[src/rtl/mem_stream_reader_pkg.sv]
// Shared definitions for the page-walking memory stream reader: default widths
// matching the stub memories, the sequencer state encoding and index-width helper.
package mem_stream_reader_pkg;

  localparam int DEF_RAM_WIDTH     = 36;
  localparam int DEF_RAM_ADDR_BITS = 9;
  localparam int DEF_PAGE_BITS     = 2;

  typedef enum logic [1:0] {
    ST_IDLE  = 2'd0,
    ST_READ  = 2'd1,
    ST_DRAIN = 2'd2
  } state_t;

  function automatic int idx_bits(input int addr_bits, input int page_bits);
    return addr_bits - page_bits;
  endfunction

endpackage

[src/rtl/mem_stream_reader_skid_fifo2.sv]
// Two-entry FIFO carrying a data word plus a last flag. Slot 0 is always the
// head, so the head outputs come straight from registers.
module skid_fifo2 #(
  parameter int W = 36
) (
  input  logic         CLK,
  input  logic         RST_N,
  input  logic         push,
  input  logic [W-1:0] push_data,
  input  logic         push_last,
  input  logic         pop,
  output logic [W-1:0] head_data,
  output logic         head_last,
  output logic [1:0]   count
);

  logic [W-1:0] data1;
  logic         last1;

  always_ff @(posedge CLK or negedge RST_N) begin
    if (!RST_N) begin
      head_data <= '0;
      head_last <= 1'b0;
      data1     <= '0;
      last1     <= 1'b0;
      count     <= 2'd0;
    end else begin
      unique case ({push, pop})
        2'b10: begin
          if (count == 2'd0) begin
            head_data <= push_data;
            head_last <= push_last;
          end else begin
            data1 <= push_data;
            last1 <= push_last;
          end
          count <= count + 2'd1;
        end
        2'b01: begin
          head_data <= data1;
          head_last <= last1;
          count     <= count - 2'd1;
        end
        2'b11: begin
          // Occupancy is unchanged; the new word lands behind whatever survives the pop.
          if (count == 2'd2) begin
            head_data <= data1;
            head_last <= last1;
            data1     <= push_data;
            last1     <= push_last;
          end else begin
            head_data <= push_data;
            head_last <= push_last;
          end
        end
        default: ;
      endcase
    end
  end

endmodule

[src/rtl/mem_stream_reader.sv]
// Walks one page of a registered-read memory on START and streams the words out
// over valid/ready, tagging the final entry with OUT_LAST.
module mem_stream_reader
  import mem_stream_reader_pkg::*;
#(
  parameter int RAM_WIDTH     = DEF_RAM_WIDTH,
  parameter int RAM_ADDR_BITS = DEF_RAM_ADDR_BITS,
  parameter int PAGE_BITS     = DEF_PAGE_BITS,
  localparam int IDX_BITS     = idx_bits(RAM_ADDR_BITS, PAGE_BITS)
) (
  input  logic                     CLK,
  input  logic                     RST_N,
  input  logic                     START,
  input  logic [PAGE_BITS-1:0]     PAGE,
  input  logic [IDX_BITS:0]        NENT,
  output logic                     BUSY,
  output logic                     DONE,
  output logic [RAM_ADDR_BITS-1:0] READ_ADD,
  input  logic [RAM_WIDTH-1:0]     RAM_DATA,
  output logic [RAM_WIDTH-1:0]     OUT_DATA,
  output logic                     OUT_VALID,
  input  logic                     OUT_READY,
  output logic                     OUT_LAST,
  output logic [1:0]               DBG_STATE
);

  // Stream handshake: a word moves on a rising edge where OUT_VALID and
  // OUT_READY are both high; OUT_VALID never depends on OUT_READY, and
  // OUT_DATA/OUT_LAST hold steady while OUT_VALID=1 and OUT_READY=0.

  state_t                 state;
  logic [PAGE_BITS-1:0]   page_q;
  logic [IDX_BITS-1:0]    idx_q;
  logic [IDX_BITS-1:0]    idx_nxt;
  logic [IDX_BITS-1:0]    last_idx_q;
  logic                   pending;
  logic                   pending_last;
  logic [1:0]             fifo_count;
  logic [RAM_WIDTH-1:0]   head_data;
  logic                   head_last;
  logic                   pop;
  logic [2:0]             credit_after;
  logic                   issue;
  logic                   issue_last;

  assign OUT_VALID = (fifo_count != 2'd0);
  assign OUT_DATA  = head_data;
  assign OUT_LAST  = head_last & OUT_VALID;
  assign DBG_STATE = state;
  assign pop       = OUT_VALID & OUT_READY;

  // FIFO words plus the read in flight, after this edge's pop, must stay below
  // two so a stalled consumer never loses returned data.
  assign credit_after = {1'b0, fifo_count} + {2'b00, pending} - {2'b00, pop};
  assign issue        = (state == ST_READ) && (credit_after < 3'd2);
  assign issue_last   = issue && (idx_q == last_idx_q);
  assign idx_nxt      = idx_q + 1'b1;

  always_ff @(posedge CLK or negedge RST_N) begin
    if (!RST_N) begin
      state        <= ST_IDLE;
      page_q       <= '0;
      idx_q        <= '0;
      last_idx_q   <= '0;
      pending      <= 1'b0;
      pending_last <= 1'b0;
      READ_ADD     <= '0;
      BUSY         <= 1'b0;
      DONE         <= 1'b0;
    end else begin
      DONE         <= 1'b0;
      pending      <= issue;
      pending_last <= issue_last;
      unique case (state)
        ST_IDLE: begin
          if (START) begin
            if (NENT != '0) begin
              state      <= ST_READ;
              page_q     <= PAGE;
              idx_q      <= '0;
              last_idx_q <= NENT[IDX_BITS-1:0] - 1'b1;
              READ_ADD   <= {PAGE, {IDX_BITS{1'b0}}};
              BUSY       <= 1'b1;
            end else begin
              DONE <= 1'b1;
            end
          end
        end
        ST_READ: begin
          if (issue) begin
            idx_q    <= idx_nxt;
            READ_ADD <= {page_q, idx_nxt};
            if (issue_last) state <= ST_DRAIN;
          end
        end
        ST_DRAIN: begin
          if (pop && head_last) begin
            state <= ST_IDLE;
            BUSY  <= 1'b0;
            DONE  <= 1'b1;
          end
        end
        default: state <= ST_IDLE;
      endcase
    end
  end

  skid_fifo2 #(.W(RAM_WIDTH)) u_fifo (
    .CLK       (CLK),
    .RST_N     (RST_N),
    .push      (pending),
    .push_data (RAM_DATA),
    .push_last (pending_last),
    .pop       (pop),
    .head_data (head_data),
    .head_last (head_last),
    .count     (fifo_count)
  );

endmodule
[config.mk]
export PLATFORM = sky130hd
export DESIGN_NAME = mem_stream_reader
export DESIGN_NICKNAME = d
export VERILOG_FILES = /design/src/rtl/mem_stream_reader_pkg.sv /design/src/rtl/mem_stream_reader_skid_fifo2.sv /design/src/rtl/mem_stream_reader.sv
export SDC_FILE = /design/constraint.sdc
export NUM_CORES = 1
export LEC_CHECK = 0
export ABC_AREA = 1
export BUFFER_PORTS_ARGS = -buffer_cell sky130_fd_sc_hd__buf_2
export CORE_MARGIN = 2
export CORE_UTILIZATION = 44
export CTS_BUF_LIST = sky130_fd_sc_hd__clkbuf_2
export CTS_CLUSTER_SIZE = 10
export DETAILED_ROUTE_END_ITERATION = 12
export HOLD_SLACK_MARGIN = 0.1
export PLACE_DENSITY = 0.79
export SYNTH_ARGS = -nofsm -noshare
export SYNTH_HDL_FRONTEND = slang
export SYNTH_SLANG_ARGS = --single-unit
[constraint.sdc]
create_clock -name CLK -period 2.3 [get_ports CLK]
set_input_delay 0.46 -clock CLK [delete_from_list [all_inputs] [get_ports CLK]]
set_output_delay 0.46 -clock CLK [all_outputs]
set_load 0.05 [all_outputs]
---- After elaboration in Yosys (flattened, before gate mapping) ----
Cells that the tools add are included.
cells by class
  magnitude comparators ................... 1
  equality and inequality tests ........... 15
  reduce and logical (&&, ||, !) cells .... 18
  add/sub/neg operators ................... 6
  bitwise operators ....................... 2
  mux-type cells .......................... 35
operators with widths
  kind                 number
  $mux 36              4
  $pmux 36 s3          1
  $pmux 36 s2          1
  $mux 9               3
  $mux 7               3
  $pmux 9 s2           1
  $pmux 7 s2           1
  $ne 2x2->1 const B   6
  $mux 1               10
  $mux 2               5
  $reduce_bool 2->1    5
  $eq 2x2->1 const B   4
  $reduce_and 4->1     2
  $reduce_bool 8->1    1
  $add 7x1->7 const B  1
  $eq 7x7->1           1
  $sub 7x1->7 const B  1
  $pmux 1 s2           3
  $pmux 2 s3           1
  $reduce_and 3->1     2
  $reduce_and 5->1     1
  $eq 2x1->1 const B   2
  $logic_not 2->1      2
  $ne 2x1->1 const B   2
  other kinds (11)     14
word-level totals
  word-level logic and storage cells ...... 91
  flip-flop bits (word level) ............. 107
  bits of input ports ..................... 50
  output and inout bits ................... 51

---- Depth between registers and ports, before layout ----
  depth after elaboration ................. 9
  mapped depth ............................ 13
  depth with buffers taken out ............ 13

---- Hierarchy ----
A second synthesis with hierarchy kept.
unflattened totals
  cells, all modules ...................... 632
  area total of the unflattened synthesis .. 4956.0 um^2
modules (own cells, without submodules)
  module             times used  area an instance (um^2)  sequential area each (um^2)  cells an instance
  skid_fifo2         1           3617.2                   1901.8                       461
  mem_stream_reader  1           1338.8                   600.6                        171

---- Least setup slack after synthesis ----
Ideal clock, no wire load.
  kind .................................... register to register
  start point ............................. register u_fifo.count[1]
  end point ............................... register READ_ADD[0]
  clock period less this slack ............ 2331 ps
  cell stages (with the launch flop) ...... 11
  setup time .............................. 146 ps
  path buffers ............................ 1
  required time ........................... 2154 ps
  path slack .............................. -31 ps
  arrival ................................. 2185 ps
  path through ............................ dfrtp_1 > inv_2 > nand2_4 > nand2_1 > nor2_1 > o21ai_0 > fa_1 > nand4_1 > nand2_1 > buf_2 > a21oi_1
between the ends
  longest elaborated chain between the ends .. 7
  elaborated cells between the ends (all ways) .. 8
  those cells by class .................... 2 x add/sub; 1 x order compare; 1 x eq/ne; 1 x bitwise; 3 x reduce/logical
ends and longest elaborated chain
  item                        RTL line                            source
  from (decl)                 mem_stream_reader_skid_fifo2.sv:14  output logic [1:0] count
  from (signal assigned)      mem_stream_reader_skid_fifo2.sv:37  count <= count + 2'd1;
  from (signal assigned)      mem_stream_reader_skid_fifo2.sv:42  count <= count - 2'd1;
  $reduce_bool 2->1           mem_stream_reader.sv:46             assign OUT_VALID = (fifo_count != 2'd0);
  via OUT_VALID               mem_stream_reader.sv:21             output logic OUT_VALID,
  $and 1x1->1                 mem_stream_reader.sv:50             assign pop = OUT_VALID & OUT_READY;
  $sub 3x1->3                 mem_stream_reader.sv:54             assign credit_after = {1'b0, fifo_count} + {2'b00, pending} - {2'b00, pop};
  $lt 3x2->1                  mem_stream_reader.sv:55             assign issue = (state == ST_READ) && (credit_after < 3'd2);
  $logic_and 1x1->1           mem_stream_reader.sv:55
  $ne 2x2->1 (no line)        n/a
  $reduce_and 4->1 (no line)  n/a
  to (signal assigned)        mem_stream_reader.sv:82             READ_ADD <= {PAGE, {IDX_BITS{1'b0}}};
  to (signal assigned)        mem_stream_reader.sv:92             READ_ADD <= {page_q, idx_nxt};
  to (decl)                   mem_stream_reader.sv:18             output logic [RAM_ADDR_BITS-1:0] READ_ADD,
The timed path passes the listed nets, and every way through them passes these cells.
A chain may end at the register's enable or synchronous reset.

---- Final worst setup path ----
  start point ............................. register u_fifo.count[1]
  end point ............................... register READ_ADD[4]
between the ends
  longest elaborated chain between the ends .. 7
  elaborated cells between the ends (all ways) .. 8
  those cells by class .................... 2 x add/sub; 1 x order compare; 1 x eq/ne; 1 x bitwise; 3 x reduce/logical
ends and longest elaborated chain
  item                                                                 RTL line
  parallel branches: the longest is 2 deep, another holds $add 2x1->3  n/a
  $sub 3x1->3 *                                                        mem_stream_reader.sv:54
  $lt 3x2->1 *                                                         mem_stream_reader.sv:55
  $logic_and 1x1->1 *                                                  mem_stream_reader.sv:55
  $ne 2x2->1 (no line) *                                               n/a
  $reduce_and 4->1 (no line) *                                         n/a
Mark *: on every way between the ends.

==> metrics.cfg <==
[final_layout]
fin_area_um2 = 6794
syn2layout_area_growth_pct = 20.03
fillCellCount = 1245
fin_util_pct = 54.06
nNetsFinal = 996
layout-drive-gt1-share_pct = 15.68
diodes = 0
multi_input_area_um2 = 2640
seq_area_um2 = 2502

[clock_tree]
cts_made_buffers = 9
cts.sinks = 100
h-tree-depth = 3
insertion_delay_ns = 0.55
cts-root-buf = clkbuf_2
cts_tree = yes
clk_pin_slew_ns = 0.24
cts_buffer_depth = 2

[synth]
synth-seq-cells = 100
synth_top_cell_area_share_pct = 44.21
yosys_warnings = 0
synth_top_family_by_area = simple AND/OR/NAND/NOR gates
synth_cell_type_count = 26
yosys.area.top_type = dfrtp_1
syn_area_um2 = 5660
synth-simple-area-share_pct = 37.49
synth.avg_cell_area_um2 = 6.971
syn_nets = 868
synthAdderAreaFrac_pct = 1.459
synth-xor-area-share_pct = 1.547
synthTopCellsByArea = dfrtp_1 44%, nand2_1 27%, nand3_1 7.6%
synth_compound_area_share_pct = 5.504
synthCells = 812
synthMuxAreaShare_pct = 0
synth_seq_area_share_pct = 44.21

[hold_path]
whs_endpoint = u_fifo.data1[4]$_DFFE_PN0P_
worstHoldPathCells = 3
hp-class = in -> reg
hold_start = RAM_DATA[4]

[placed_design]
routabilityCongestion = 0.8476
io_buffers = 100
dp_hpwl_mm = 8.941
place_area_um2 = 6346

[sta]
hold_viol_final = 0
rsz0062_at_grt = no
timing.fmax_mhz = 477.0
finalClockSkew_ns = 0.01559
slew_viol_final = 0
slew-limit-headroom_pct = 51.07
post-route-period-util_pct = 91.15
fin_setup_tns_ns = 0
tightest_slew_ns = 0.7311
layout_min_cycle_time_ns = 2.096
setup_viol = 0
finalHoldWorstSlack_ns = 0.1550

[route]
drt-met1-wl_mm = 6.363
antenna_left = 0
dr.max_layer_used = met4
drt_iter0_drc = 595
wl_met3_um = 613
totalWireLength_mm = 13.78
vias = 5382
dr_wl_met2_mm = 6.587
via_per_inst = 4.823
drc_errors = 0
firstDrtPassIters = 4
wl_per_cell_um = 12.34

[global_route]
grt_max_degree = 44
grt_pass1_vias = 5130
grt_usage_pct = 21.09
grt_overflow = 0
antenna_found_initial = 0
grt_pass1_wl_mm = 24.11

[power]
leakage_uw = 0.003824
power_uw = 9082
power.density_nw_per_um2 = 1337
vdd_drop_max_mv = 0.6632

[critical_path]
worst_setup_path_start_kind = flop
rr_worst_depth = 10
critPathKind = reg -> reg
timing.rr.start = u_fifo.count[1]$_DFFE_PN0P_
required_ns = 2.76
critPathMaxFanout = 11
cp-end-kind = flop
arrival_ns = 2.55
worstReg2RegEnd = READ_ADD[4]$_DFFE_PN0P_
reg2reg_slack_ns = 0.20

[floorplan]
core_um2 = 12570
start_util_pct = 45.04
rows = 41
dieArea_um2 = 13790
ios = 101
die_width_um = 117.4
fp.dieH_um = 117.4

[run_status]
status = complete, no violations

[job]
maxCapViolCount = 0

==> per-stage QoR <==
stage | worst slack (ns) | cells
2_1_floorplan | 0.02558 | 812
3_3_place_gp | 0.1660 | 1064
3_5_place_dp | 0.08898 | 1064
4_1_cts | 0.1064 | 1116
5_1_grt | 0.03036 | 1116
6_report | 0.2037 | 1116
==> power breakdown <==
group,leakage [uW],internal (uW),switching (uW)
Combinational,0.00251,1580,3740
Clock,0.0000616,145,541
Sequential,0.00125,2530,550
Total,0.00382,4250,4830
==> cells in the mapped netlist <==
cell / instances
clkbuf_1: 4
xnor2_1: 3
and2_1: 1
buf_6: 14
nand3_1: 86
buf_1: 3
fa_1: 1
dfrtp_1: 100
nor2_1: 24
ha_1: 5
nand2_2: 1
nand2_1: 405
nor3b_1: 1
o21ai_1: 31
inv_1: 67
buf_2: 14
o21ai_0: 23
nand3_4: 1
nand2_4: 1
a21oi_1: 3
buf_4: 4
o21ai_2: 3
xor2_1: 7
nand4_1: 4
inv_2: 5
nand3b_1: 1
==> flip-flops by register name, summed over array words and instances (netlist names) <==
name              cells
READ_ADD              9
u_fifo.head_last      1
pending_last          1
u_fifo.head_data     36
DONE                  1
u_fifo.data1         36
page_q                2
u_fifo.last1          1
DBG_STATE             2
u_fifo.count          2
BUSY                  1
pending               1
last_idx_q            7
==> critical path, stage by stage, from the launching register on <==
cell     delay, ns
dfrtp_1       0.44
inv_2         0.18
nand2_8       0.09
nand2_1       0.08
nor2_1        0.06
o21ai_0       0.19
fa_1          0.47
nand4_1       0.16
nand2_2       0.16
nand2_1       0.10
o21ai_0       0.07
==> what timing repair did <==
item,CTS,global route
hold endpoints to repair,77,0
resized for setup,0,1
buffers inserted,0,0
setup endpoints to repair,0,9
hold buffers,37,0
==> metal layers <==
metal  track usage (%)  vias up
li1                  -     2766
met1             27.91     2457
met2             35.23      136
met3             2.821       23
met4             8.208        0
met5                 0        -
==> area by class of cell <==
type,instances,area share (%)
clock buffer,12,0.8840
clock inverter,3,0.2210
inverter,72,3.978
multi-input combinational,601,38.86
sequential,100,36.83
tap,172,3.168
timing repair buffer,156,16.06
==> worst max-delay path by stage <==
| stage | start | end | cells after the start |
|---|---|---|---|
| after global routing | u_fifo.count[1]$_DFFE_PN0P_ | pending_last$_DFF_PN0_ | 11 |
| after global placement | OUT_READY | READ_ADD[1]$_DFFE_PN0P_ | 8 |
| after CTS | u_fifo.count[1]$_DFFE_PN0P_ | READ_ADD[4]$_DFFE_PN0P_ | 10 |
| final | u_fifo.count[1]$_DFFE_PN0P_ | READ_ADD[4]$_DFFE_PN0P_ | 10 |
| after floorplan | u_fifo.count[1]$_DFFE_PN0P_ | READ_ADD[0]$_DFFE_PN0P_ | 10 |
| after detailed placement | OUT_READY | READ_ADD[4]$_DFFE_PN0P_ | 11 |
==> kinds of logic after synthesis <==
kind of cell | count (synthesis)
buffers and inverters | 111
xor gates and xnor gates | 10
and+or+nand+nor | 525
AOI/OAI and AO/OA | 60
adders and majority gates | 6
DFF | 100
==> layout by cell type (no fill, tap or decap) <==
| cell | netlist | final |
|---|---|---|
| nand2_1 | 405 | 404 |
| dfrtp_1 | 100 | 100 |
| buf_2 | 14 | 99 |
| nand3_1 | 86 | 86 |
| inv_1 | 67 | 67 |
| dlygate4sd3_1 | 0 | 37 |
| o21ai_1 | 31 | 31 |
| nor2_1 | 24 | 23 |
| o21ai_0 | 23 | 23 |
| buf_4 | 4 | 14 |
| clkbuf_2 | 0 | 12 |
| xor2_1 | 7 | 7 |
| buf_12 | 0 | 6 |
| inv_2 | 5 | 5 |
| nand4_1 | 4 | 4 |
| ha_1 | 5 | 4 |
| a21oi_1 | 3 | 3 |
| xnor2_1 | 3 | 3 |
| clkinv_2 | 0 | 3 |
| nand2_2 | 1 | 2 |
| o21ai_4 | 0 | 2 |
| nand2_8 | 0 | 1 |
| nor3b_1 | 1 | 1 |
| nand3b_1 | 1 | 1 |
| and2_1 | 1 | 1 |
| nand3_4 | 1 | 1 |
| nor2_4 | 0 | 1 |
| o21ai_2 | 3 | 1 |
| fa_1 | 1 | 1 |
| ha_2 | 0 | 1 |
Note: power is estimated with default switching activity, not from simulation.
